<file path="src/rtl/coa_pkg.sv">
// Shared register-bank definitions: address/data widths, architectural register
// numbers and the write-back entry carried through the load-result FIFO.
package coa_pkg;

  localparam int REG_ADDR_W = 5;
  localparam int DATA_W     = 32;

  localparam logic [REG_ADDR_W-1:0] REG_ZERO = 5'd0;
  localparam logic [REG_ADDR_W-1:0] REG_RET  = 5'd1;
  localparam logic [REG_ADDR_W-1:0] REG_SP   = 5'd29;

  typedef struct packed {
    logic [REG_ADDR_W-1:0] dest;
    logic [DATA_W-1:0]     data;
  } wb_entry_t;

endpackage

</file>
<file path="src/rtl/wb_fifo.sv">
// Small synchronous FIFO for load results. Besides the head it exposes every slot in
// logical order (index 0 = oldest) with a valid mask so the top can forward from it.
module wb_fifo
  import coa_pkg::*;
#(
  parameter  int DEPTH = 2,
  localparam int PTR_W = $clog2(DEPTH),
  localparam int CNT_W = PTR_W + 1
) (
  input  logic             clk,
  input  logic             rst,
  input  logic             push,
  input  wb_entry_t        push_entry,
  input  logic             pop,
  output wb_entry_t        head,
  output logic             empty,
  output logic             full,
  output logic [CNT_W-1:0] count,
  output wb_entry_t        entries [DEPTH],
  output logic [DEPTH-1:0] valid_mask
);

  wb_entry_t        mem [DEPTH];
  logic [PTR_W-1:0] rd_ptr;
  logic [PTR_W-1:0] wr_ptr;
  logic             push_ok;
  logic             pop_ok;

  assign empty   = (count == '0);
  assign full    = (count == CNT_W'(DEPTH));
  assign push_ok = push && !full;
  assign pop_ok  = pop && !empty;
  assign head    = mem[rd_ptr];

  // Pointers rely on DEPTH being a power of two so they wrap for free.
  always_ff @(posedge clk) begin
    if (rst) begin
      rd_ptr <= '0;
      wr_ptr <= '0;
      count  <= '0;
    end else begin
      if (push_ok) wr_ptr <= wr_ptr + 1'b1;
      if (pop_ok)  rd_ptr <= rd_ptr + 1'b1;
      case ({push_ok, pop_ok})
        2'b10:   count <= count + 1'b1;
        2'b01:   count <= count - 1'b1;
        default: count <= count;
      endcase
    end
  end

  always_ff @(posedge clk) begin
    if (push_ok) mem[wr_ptr] <= push_entry;
  end

  for (genvar i = 0; i < DEPTH; i++) begin : g_view
    assign entries[i]    = mem[rd_ptr + PTR_W'(i)];
    assign valid_mask[i] = (CNT_W'(i) < count);
  end

endmodule

</file>
<file path="src/rtl/reg_writeback_arbiter.sv">
// Merges ALU and load results onto the register bank's single write port, with a
// starvation guard for queued loads and forwarding of all not-yet-visible results.
module reg_writeback_arbiter
  import coa_pkg::*;
#(
  parameter  int DEPTH      = 2,
  parameter  int STARVE_LIM = 4,
  localparam int CNT_W      = $clog2(DEPTH) + 1,
  localparam int SW         = $clog2(STARVE_LIM + 1)
) (
  input  logic                  clk,
  input  logic                  rst,
  input  logic                  alu_valid,
  input  logic [REG_ADDR_W-1:0] alu_dest,
  input  logic [DATA_W-1:0]     alu_data,
  output logic                  alu_stall,
  input  logic                  mem_valid,
  output logic                  mem_ready,
  input  logic [REG_ADDR_W-1:0] mem_dest,
  input  logic [DATA_W-1:0]     mem_data,
  output logic                  reg_write,
  output logic [REG_ADDR_W-1:0] write_reg,
  output logic [DATA_W-1:0]     write_data,
  input  logic [REG_ADDR_W-1:0] rs_addr,
  input  logic [REG_ADDR_W-1:0] rt_addr,
  output logic                  rs_fwd_hit,
  output logic [DATA_W-1:0]     rs_fwd_data,
  output logic                  rt_fwd_hit,
  output logic [DATA_W-1:0]     rt_fwd_data,
  output logic [CNT_W-1:0]      pending
);

  wb_entry_t        head;
  wb_entry_t        entries [DEPTH];
  logic [DEPTH-1:0] valid_mask;
  logic             empty;
  logic             full;
  logic             push;
  logic             pop;
  logic             sel_valid;
  wb_entry_t        sel_entry;
  logic [SW-1:0]    starve_cnt;

  // A pop in the same cycle never frees room for a push: ready looks at full only.
  assign mem_ready = !full;
  assign push      = mem_valid && !full;
  assign alu_stall = (starve_cnt >= SW'(STARVE_LIM)) && !empty;

  wb_fifo #(.DEPTH(DEPTH)) u_fifo (
    .clk        (clk),
    .rst        (rst),
    .push       (push),
    .push_entry ('{dest: mem_dest, data: mem_data}),
    .pop        (pop),
    .head       (head),
    .empty      (empty),
    .full       (full),
    .count      (pending),
    .entries    (entries),
    .valid_mask (valid_mask)
  );

  always_comb begin
    sel_valid = 1'b0;
    sel_entry = '0;
    pop       = 1'b0;
    if (alu_stall) begin
      pop       = 1'b1;
      sel_valid = 1'b1;
      sel_entry = head;
    end else if (alu_valid) begin
      sel_valid = 1'b1;
      sel_entry = '{dest: alu_dest, data: alu_data};
    end else if (!empty) begin
      pop       = 1'b1;
      sel_valid = 1'b1;
      sel_entry = head;
    end
  end

  // Results aimed at the zero register are consumed but never reach the bank.
  always_ff @(posedge clk) begin
    if (rst) begin
      reg_write  <= 1'b0;
      write_reg  <= '0;
      write_data <= '0;
    end else begin
      reg_write <= sel_valid && (sel_entry.dest != REG_ZERO);
      if (sel_valid) begin
        write_reg  <= sel_entry.dest;
        write_data <= sel_entry.data;
      end
    end
  end

  always_ff @(posedge clk) begin
    if (rst) begin
      starve_cnt <= '0;
    end else if (empty || pop) begin
      starve_cnt <= '0;
    end else if (starve_cnt < SW'(STARVE_LIM)) begin
      starve_cnt <= starve_cnt + 1'b1;
    end
  end

  logic [REG_ADDR_W-1:0] fwd_addr [2];
  logic                  fwd_hit  [2];
  logic [DATA_W-1:0]     fwd_data [2];

  assign fwd_addr[0] = rs_addr;
  assign fwd_addr[1] = rt_addr;

  // Later (newer) FIFO matches override older ones; the output register overrides all.
  always_comb begin
    for (int p = 0; p < 2; p++) begin
      fwd_hit[p]  = 1'b0;
      fwd_data[p] = '0;
      if (fwd_addr[p] != REG_ZERO) begin
        for (int i = 0; i < DEPTH; i++) begin
          if (valid_mask[i] && (entries[i].dest == fwd_addr[p])) begin
            fwd_hit[p]  = 1'b1;
            fwd_data[p] = entries[i].data;
          end
        end
        if (reg_write && (write_reg == fwd_addr[p])) begin
          fwd_hit[p]  = 1'b1;
          fwd_data[p] = write_data;
        end
      end
    end
  end

  assign rs_fwd_hit  = fwd_hit[0];
  assign rs_fwd_data = fwd_data[0];
  assign rt_fwd_hit  = fwd_hit[1];
  assign rt_fwd_data = fwd_data[1];

endmodule

</file>
<file path="config.mk">
export PLATFORM = sky130hd
export DESIGN_NAME = reg_writeback_arbiter
export DESIGN_NICKNAME = d
export VERILOG_FILES = /design/src/rtl/coa_pkg.sv /design/src/rtl/wb_fifo.sv /design/src/rtl/reg_writeback_arbiter.sv
export SDC_FILE = /design/constraint.sdc
export NUM_CORES = 1
export LEC_CHECK = 0
export CELL_PAD_IN_SITES_DETAIL_PLACEMENT = 1
export CELL_PAD_IN_SITES_GLOBAL_PLACEMENT = 1
export CORE_MARGIN = 4
export CORE_UTILIZATION = 32
export DETAILED_ROUTE_END_ITERATION = 7
export PLACE_DENSITY = 0.73
export SETUP_SLACK_MARGIN = 0.4
export SLEW_MARGIN = 20
export SYNTH_ARGS = -nofsm -noshare
export SYNTH_HDL_FRONTEND = slang
export SYNTH_SLANG_ARGS = --single-unit
</file>
<file path="constraint.sdc">
create_clock -name clk -period 3.33 [get_ports clk]
set_input_delay 0.666 -clock clk [delete_from_list [all_inputs] [get_ports clk]]
set_output_delay 0.666 -clock clk [all_outputs]
set_load 0.02 [all_outputs]
</file>
Word-level counts from Yosys, hierarchy flattened
Memories as Yosys holds them, arrays and structs flattened. A register that Yosys moved wholly into a read port is not among the register bits.
Index checks and enable logic that the tools add are counted.
{"block": "totals", "register_bits": 45, "ram_bits": 74, "input_bits": 88, "out_inout_bits": 108, "wordCells": 75, "memories": 1}
{"block": "classes", "add_sub_neg": 5, "order_cmp": 4, "n_eq_ne": 9, "n_mux": 29, "n_reduce_logical": 20}
{"name": "u_fifo.mem", "depth": 2, "width": 37, "read_ports": 2, "rd_clocked_by_memory_dff": 1, "wr": 1, "line_no": "wb_fifo.sv:23", "rtl": "wb_entry_t mem [DEPTH];"}
{"operator": "$mux W32", "n": 8}
{"operator": "$mux W37", "n": 3}
{"operator": "$eq A5 B5 Y1", "n": 6}
{"operator": "$mux W1", "n": 17}
{"operator": "$reduce_bool A5 Y1", "n": 3}
{"operator": "$logic_and A1 B1 Y1", "n": 11}
{"operator": "$eq A2 B2 Y1 const B", "n": 2}
{"operator": "$lt A1 B2 Y1 const A", "n": 2}
{"operator": "$pmux W2 S2", "n": 1}
{"operator": "$add A3 B1 Y3 const B", "n": 1}
{"operator": "$ge A3 B3 Y1 const B", "n": 1}
{"operator": "$lt A3 B3 Y1 const B", "n": 1}
{"operator": "$add A1 B1 Y1 const B", "n": 2}
{"operator": "$add A2 B1 Y2 const B", "n": 1}
{"operator": "$eq A2 B1 Y1 const B", "n": 1}
{"operator": "$logic_not A1 Y1", "n": 2}
{"operator": "$logic_not A2 Y1", "n": 1}
{"operator": "$reduce_bool A2 Y1", "n": 1}
{"operator": "$reduce_or A2 Y1", "n": 1}
{"operator": "$sub A2 B1 Y2 const B", "n": 1}
{"operator": "$logic_or A1 B1 Y1", "n": 1}

Longest topological paths before layout
Gate-level depths: netlist of run 1.
{"block": "depth", "ltp_word": 7, "ltp_mapped": 10, "mapped_depth_nobuf": 8}

Hierarchy
Synthesis of run 1 repeated with hierarchy kept, for this count alone.
{"block": "hier_totals", "cells_unflattened": 648, "area_unflattened_um2": 7557.2}
{"mod": "wb_fifo", "n_inst": 1, "cells_each": 221, "area_per_inst_um2": 3857.4}
{"mod": "reg_writeback_arbiter", "n_inst": 1, "cells_each": 427, "area_per_inst_um2": 3699.8}

Least setup slack after synthesis of run 1
No wires, ideal clock.
{"block": "synth_path", "kind": "register to register", "startpoint": "register u_fifo.count[0]", "endpoint": "memory u_fifo.mem[0][0] (netlist bit), enable pin", "setup_ps": 431, "arrival_time_ps": 2645, "path_slack_ps": 253, "path_stages_with_launch": 6, "n_path_buf": 0, "period_less_slack_ps": 3077, "cell_sequence": "dfxtp_1 > inv_1 > ha_1 > inv_1 > nand2_1 > nor2_1"}
{"block": "synth_via", "elab_chain_cells": 6}
{"element": "start: declaration", "line_no": "wb_fifo.sv:18", "rtl": "output logic [CNT_W-1:0] count,"}
{"element": "start signal: assignment", "line_no": "wb_fifo.sv:45", "rtl": "2'b10: count <= count + 1'b1;"}
{"element": "start signal: assignment", "line_no": "wb_fifo.sv:46", "rtl": "2'b01: count <= count - 1'b1;"}
{"element": "start signal: assignment", "line_no": "wb_fifo.sv:47", "rtl": "default: count <= count;"}
{"element": "$eq A2 B2 Y1 (*)", "line_no": "wb_fifo.sv:30", "rtl": "assign full = (count == CNT_W'(DEPTH));"}
{"element": "$logic_not A1 Y1 (*)"}
{"element": "via mem_ready", "line_no": "reg_writeback_arbiter.sv:18", "rtl": "output logic mem_ready,"}
{"element": "$logic_and A1 B1 Y1", "line_no": "reg_writeback_arbiter.sv:46", "rtl": "assign push = mem_valid && !full;"}
{"element": "$logic_and A1 B1 Y1 (*)", "line_no": "wb_fifo.sv:31", "rtl": "assign push_ok = push && !full;"}
{"element": "$mux W1 (*)", "line_no": "wb_fifo.sv:53", "rtl": "if (push_ok) mem[wr_ptr] <= push_entry;"}
{"element": "$mux W1 (implied by the code) (*)", "line_no": "wb_fifo.sv:53"}
{"element": "end: declaration", "line_no": "wb_fifo.sv:23"}
Mark *: on every way through the listed nets, which the timed path passes. The rest lies on a longest branch.

Worst setup path in the final report of run 1
{"block": "layout_path", "startpoint": "input rs_addr[4]", "endpoint": "output rs_fwd_data[11]"}
{"block": "layout_via", "elab_chain_cells": 6, "word_cells_on_any_way": 11, "cone_classes": "eq/ne: 3; mux: 4; reduce/logical: 4"}
{"element": "start: declaration", "line_no": "reg_writeback_arbiter.sv:24", "rtl": "input logic [REG_ADDR_W-1:0] rs_addr,"}
{"element": "$eq A5 B5 Y1", "line_no": "reg_writeback_arbiter.sv:120", "rtl": "if (valid_mask[i] && (entries[i].dest == fwd_addr[p])) begin"}
{"element": "$logic_and A1 B1 Y1", "line_no": "reg_writeback_arbiter.sv:120"}
{"element": "$mux W32 (2 in series)", "line_no": "reg_writeback_arbiter.sv:120"}
{"element": "$mux W32", "line_no": "reg_writeback_arbiter.sv:125", "rtl": "if (reg_write && (write_reg == fwd_addr[p])) begin"}
{"element": "$mux W32 (*)", "line_no": "reg_writeback_arbiter.sv:118", "rtl": "if (fwd_addr[p] != REG_ZERO) begin"}
{"element": "end: declaration", "line_no": "reg_writeback_arbiter.sv:27", "rtl": "output logic [DATA_W-1:0] rs_fwd_data,"}
Every way passes the cells marked *; elsewhere a longest branch is shown, timed or not.

==> results of run 1 <==
-- cell families after synthesis --
family | count (synthesis)
DFF | 120
xor gates and xnor gates | 34
buffers and inverters | 89
and+or+nand+nor | 190
adders and majority gates | 5
muxes | 79
AOI/OAI and AO/OA | 312
-- cells in the mapped netlist (3+ instances only) --
cell type    n
a21oi_1     32
nand2_1      6
a2111oi_0   18
mux2i_1     45
ha_1         5
dfxtp_1     46
nand2b_1    23
nor4_1      17
inv_1        3
o2111ai_1   29
nor3_1       4
xor2_1      13
o211ai_1    35
buf_2        3
nor4_2       4
a221oi_1     5
or4_1        4
o22ai_2      3
nor2_1     113
mux2_2      32
buf_1        4
clkbuf_1    74
o21bai_1     5
o21ai_0     82
buf_6        4
a31oi_1     64
o22ai_1     32
edfxtp_1    74
xnor2_1     21
nor3b_1     11
-- worst max-delay path, delay by kind of cell --
kind | cells | cell delay [ps]
XOR/XNOR | 1 | 190
buffers and inverters | 4 | 1020
AND/OR/NAND/NOR | 2 | 340
AO/OA/AOI/OAI | 2 | 580
-- power groups by stage --
stage          clock [mW]  sequential, mW  combinational, mW
2_1_floorplan           0            2.24               1.75
3_3_place_gp            0            2.18               3.41
3_5_place_dp            0            2.20               3.48
4_1_cts              1.92            2.17               3.84
5_1_grt              2.00            2.23               4.56
6_report             1.91            2.20               4.37
-- worst min path at each step --
stage,slack (ps),cells after the start,endpoint,start
finish,460,1,starve_cnt[0],starve_cnt[0]
global route,470,1,starve_cnt[0],starve_cnt[0]
CTS,440,1,starve_cnt[0],starve_cnt[0]
detailed placement,430,1,starve_cnt[0],starve_cnt[0]
global placement,420,1,starve_cnt[0],starve_cnt[0]
floorplan,410,1,starve_cnt[0],starve_cnt[0]
-- timing repair --
action	CTS	global route
pin swaps	29	48
setup buffers	16	13
endpoints found under the setup margin	67	66
cloned	7	1
resized for setup	419	139
-- area by class of cell --
cell class	instances	area, sq um	area share
Antenna cell	1	2.50	0.000194
Clock buffer	17	425	0.0329
Clock inverter	15	166	0.0129
Inverter	4	15.0	0.00116
Multi-Input combinational cell	620	5250	0.406
Sequential cell	120	3150	0.244
Tap cell	319	399	0.0309
Timing Repair Buffer	328	3500	0.271
-- cells in the final DEF (no fill, tap or decap), types with 6 or more instances in the layout --
master / instances
nor4_1: 15
a2111oi_0: 18
o211ai_1: 35
o22ai_1: 8
buf_6: 63
a21oi_2: 27
mux2_2: 32
buf_12: 26
xor2_1: 11
dfxtp_1: 44
clkdlybuf4s50_1: 118
nor2_1: 111
a31oi_1: 63
o22ai_4: 14
nand2b_1: 22
o21ai_0: 82
o2111ai_4: 25
xnor2_1: 12
nor3b_1: 11
mux2i_1: 43
o22ai_2: 13
buf_4: 97
dlygate4sd2_1: 8
xnor2_2: 7
edfxtp_1: 74
clkbuf_16: 18
inv_6: 6
-- metal layers --
metal  GRT usage  vias up  wire (microns)  part of all wire
li1            -     3760               -                 -
met1       0.340     4439           15200              0.38
met2       0.456      484           19600              0.49
met3      0.0666      134            3410             0.085
met4       0.120        2            1680             0.042
met5           0        -              10           0.00025
==> impl_metrics.tcl, run 1 <==
set metrics [dict create \
    vias 8819 \
    min_period_over_period 1.04 \
    yosysUniqueCellTypes 42 \
    grt_setup_unrepaired "yes" \
    timing.rr.start "u_fifo.count[1]" \
    htree_levels 4 \
    seq_area_frac_synth 0.409 \
    r2r_end "u_fifo.count[0]" \
    p_leak_nw 4.51 \
    synthFlopType "edfxtp_1" \
    start_kind "input pin" \
    synth-xor-area-share 0.0388 \
    hp-class "flip-flop to flip-flop" \
    fmax_mhz 288 \
    first_iter_violations 931 \
    finalInstanceArea_sq_um 12900 \
    cp_max_fo 30 \
    path_cells "clkdlybuf4s50_1 > xor2_1 > nor4_2 > buf_4 > nand3_2 > buf_12 > o21ai_0 > o22ai_4 > buf_6" \
    ys_ff_latch 120 \
    layout_setup_ws_ps -137 \
    grt_max_degree 55 \
    rrSetupSlack_ps 570 \
    hold_buffers 0 \
    status "finished, violations left" \
    final_util 0.548 \
    ant_nets 0 \
    grt_pass1_vias 9197 \
    hold_ws_ps 459 \
    total_power_mw 8.47 \
    clock_latency_ps 430 \
    seq_power_share 0.259 \
    grt_pass1_wl_mm 56.1 \
    synth_mux_area_frac 0.109 \
    cts_tree "done" \
    largest_register_ffs 74 \
    synth_top_family_by_area "compound AO/OA/AOI/OAI gates" \
    first_pass_iters 5 \
    clockRootBuffer "clkbuf_16" \
    gp_congestion 0.845 \
    yosysWarnings 0 \
    cpPeakStageDelay_ps 470 \
    worstSetupStartpoint "rs_addr[4]" \
    clkTransAtPathRegs_ps 60 \
    fin_nets 1184 \
    start_util 0.326 \
    dp_hpwl_mm 23.9 \
    violations "negative setup slack" \
    ir_worst_vdd_mv 0.408 \
    relSlewSlack 0.313 \
    synth_area_leader_cell "edfxtp_1" \
    pwr-share-comb 0.516 \
    core_area_sq_um 23500 \
    syn_nets 922 \
    grtUsageTotal 0.275 \
    antenna_found_initial 2 \
    netlist_area_sq_um 7680 \
    fp.dieH_microns 163 \
    path_class "input pin to primary output" \
    routed_wl_mm 39.9 \
    ys_top_cells_by_area "edfxtp_1 (29%), dfxtp_1 (12%), mux2i_1 (5.9%)" \
    async_flop_share 0 \
    cp_slowest_cell "clkdlybuf4s50_1" \
    switching_power_mw 3.68 \
    cp-endpoint "rs_fwd_data[11]" \
    clock_sink_count 120 \
    grt_remaining_overflow 0 \
    ioPinCount 196 \
    reg2reg_depth 8 \
    hold_violations 0 \
    drc 0 \
    dpl_worst_slack_ps -691 \
    vias_per_cell 6.19 \
    place_inst 1354 \
    placementRows 56 \
    synth-adder-area-share 0.00814 \
    yosys.area_share.simple 0.122 \
    layout-drive-gt1-share 0.348 \
    clock_skew_ps 6.93 \
    fin_crit_ps 3470 \
    dieWidth_microns 163 \
    portBuffers 195 \
    power_density_nw_per_um2 656 \
    post_drt_wl_per_cell_microns 28.0 \
    p_clk_frac 0.225 \
    synth-compound-area-share 0.265 \
    cap_violations 0 \
    worstMarginPinSlew_ps 1030 \
    cts_buffers 17 \
    cp_data_arrival_time_ps 2800 \
    fillerInstances 2511 \
    stdcell_count 1424 \
    netlist.area_leader.share 0.289 \
    area_growth_pct 68.1 \
    clk_path_buf_depth 2 \
    syn_inst 829 \
    finalSetupViolations 64 \
    endpoint_kind "primary output" \
    avgSynthCellArea_sq_um 9.27 \
    die-area_sq_um 26500 \
    switching_share 0.434 \
    final.setup.tns_ps -5650 \
    worstPathRequired_ps 2660 \
    placed_cell_area_sq_um 10700 \
    synth_enable_flop_cells 74 \
    power.internal_mw 4.79 \
    report.final.slew_viol_count 0 \
]
Power figures use the tool's default switching activity.
==> inputs of run 2 (changes only) <==
--- a/config.mk
+++ b/config.mk
@@ -5,12 +5,13 @@
 export SDC_FILE = /design/constraint.sdc
 export NUM_CORES = 1
 export LEC_CHECK = 0
+export CAP_MARGIN = 20
 export CELL_PAD_IN_SITES_DETAIL_PLACEMENT = 1
 export CELL_PAD_IN_SITES_GLOBAL_PLACEMENT = 1
 export CORE_MARGIN = 4
-export CORE_UTILIZATION = 32
+export CORE_UTILIZATION = 37
 export DETAILED_ROUTE_END_ITERATION = 7
-export PLACE_DENSITY = 0.73
+export PLACE_DENSITY = 0.82
 export SETUP_SLACK_MARGIN = 0.4
 export SLEW_MARGIN = 20
 export SYNTH_ARGS = -nofsm -noshare
==> impl_metrics.tcl, run 2 (same netlist as run 1, synthesis figures left out) <==
set metrics [dict create \
    status "finished, violations left" \
    violations "negative setup slack" \
    placementRows 52 \
    clockRootBuffer "clkbuf_16" \
    worstHoldStart "starve_cnt[0]" \
    first_iter_violations 961 \
    mostFrequentLayoutCells "clkdlybuf4s50_1 (117), nor2_1 (111), buf_4 (88)" \
    grtUsageTotal 0.325 \
    clock_sink_count 120 \
    final.setup.tns_ps -991 \
    cp_max_fo 10 \
    path_cells "mux2i_4 > buf_4 > xnor2_1 > or4_4 > buf_8 > o211ai_4 > buf_12 > o22ai_1 > buf_4" \
    htree_levels 4 \
    clk_path_buf_depth 2 \
    report.final.slew_viol_count 0 \
    portBuffers 195 \
    rrSetupSlack_ps 550 \
    worstMarginPinSlew_ps 1010 \
    crit_buf_inv 4 \
    die-area_sq_um 23100 \
    reg2reg_depth 7 \
    total_power_mw 8.37 \
    whs_endpoint "starve_cnt[0]" \
    cts_buffers 17 \
    layout_setup_ws_ps -64.8 \
    min_period_over_period 1.02 \
    crit_family "buffers and inverters" \
    routed_wl_mm 40.6 \
    vias 9009 \
    ant_nets 0 \
    grt_pass1_wl_mm 58.5 \
    fmax_mhz 295 \
    clock_latency_ps 430 \
    first_pass_iters 6 \
    ioPinCount 196 \
    final_common_cell "clkdlybuf4s50_1" \
    hp-class "flip-flop to flip-flop" \
    antenna_found_initial 0 \
    clock_skew_ps 10.4 \
    power_density_nw_per_um2 669 \
    area_growth_pct 62.9 \
    post_drt_wl_per_cell_microns 30.2 \
    start_util 0.378 \
    ir_worst_vdd_mv 0.412 \
    dieWidth_microns 152 \
    start_kind "flip-flop" \
    timing.rr.start "u_fifo.count[1]" \
    path_class "flip-flop to primary output" \
    grt_remaining_overflow 0 \
    fin_crit_ps 3390 \
    cts_tree "done" \
    cap_violations 0 \
    r2r_end "write_data[0]" \
    gp_congestion 0.916 \
    worstPathRequired_ps 2660 \
    dp_hpwl_mm 23.5 \
    grt_max_degree 55 \
    finalSetupViolations 38 \
    core_area_sq_um 20300 \
    fp.dieH_microns 152 \
    critPathMostFrequentCell "buf_4" \
    holdPathStages 1 \
    vias_per_cell 6.69 \
    endpoint_kind "primary output" \
    grt_pass1_vias 9526 \
    layout-drive-gt1-share 0.333 \
    cp_slowest_cell "or4_4" \
    cp_data_arrival_time_ps 2730 \
    clkTransAtPathRegs_ps 60 \
    final_util 0.616 \
    grt_setup_unrepaired "yes" \
    hold_violations 0 \
    largest_register_ffs 74 \
    relSlewSlack 0.329 \
    fin_nets 1157 \
    dpl_worst_slack_ps -549 \
    p_leak_nw 4.33 \
    drc 0 \
    hold_buffers 0 \
    cpPeakStageDelay_ps 440 \
    n_antenna_cell 0 \
]
-- run 2: layout make-up --
type | count | area [sq um]
clock buffers | 18 | 439
clock inverters | 14 | 174
fillers | 2143 | 7790
inverters | 4 | 15.0
multi-input cells | 620 | 5160
flip-flops and latches | 120 | 3150
well taps | 270 | 338
repair buffers | 301 | 3240
-- run 2: how the worst max path moves through the flow --
stage	from	to	slack (ps)	depth (start not counted)
after floorplan	flip-flop	rs_fwd_data[10]	410	7
after global placement	rt_addr[1]	rt_fwd_hit	-530	7
after detailed placement	rt_addr[1]	rt_fwd_data[22]	-550	8
after global routing	rs_addr[4]	rs_fwd_data[18]	-190	9
after CTS	u_fifo.rd_ptr	rt_fwd_data[6]	-20	9
final	u_fifo.rd_ptr	rt_fwd_data[17]	-60	9
-- run 2: stage by stage --
stage	hold slack, ps	area, sq um	std cells
after floorplan	408	7680	829
after global placement	427	10600	1294
after detailed placement	449	10600	1294
after CTS	462	12200	1340
after global routing	518	12500	1347
final	473	12500	1347
-- run 2: where the power goes --
part,switching (mW),internal (mW),total (mW)
clock,0.762,1.20,1.96
combinational,2.53,1.67,4.20
sequential,0.311,1.90,2.21
total,3.60,4.77,8.37
-- run 2: per-layer routing --
metal	wire length, microns	up-vias	GRT usage
li1	-	3699	-
met1	15100	4413	0.392
met2	19300	713	0.535
met3	3770	184	0.0711
met4	2380	0	0.187
met5	0	-	0
-- run 2: what timing repair did --
item / in CTS / in global routing
resized for setup: 522 / 33
setup endpoints to repair: 67 / 66
pin swaps: 47 / 18
buffers inserted: 8 / 1
gates cloned: 6 / 6
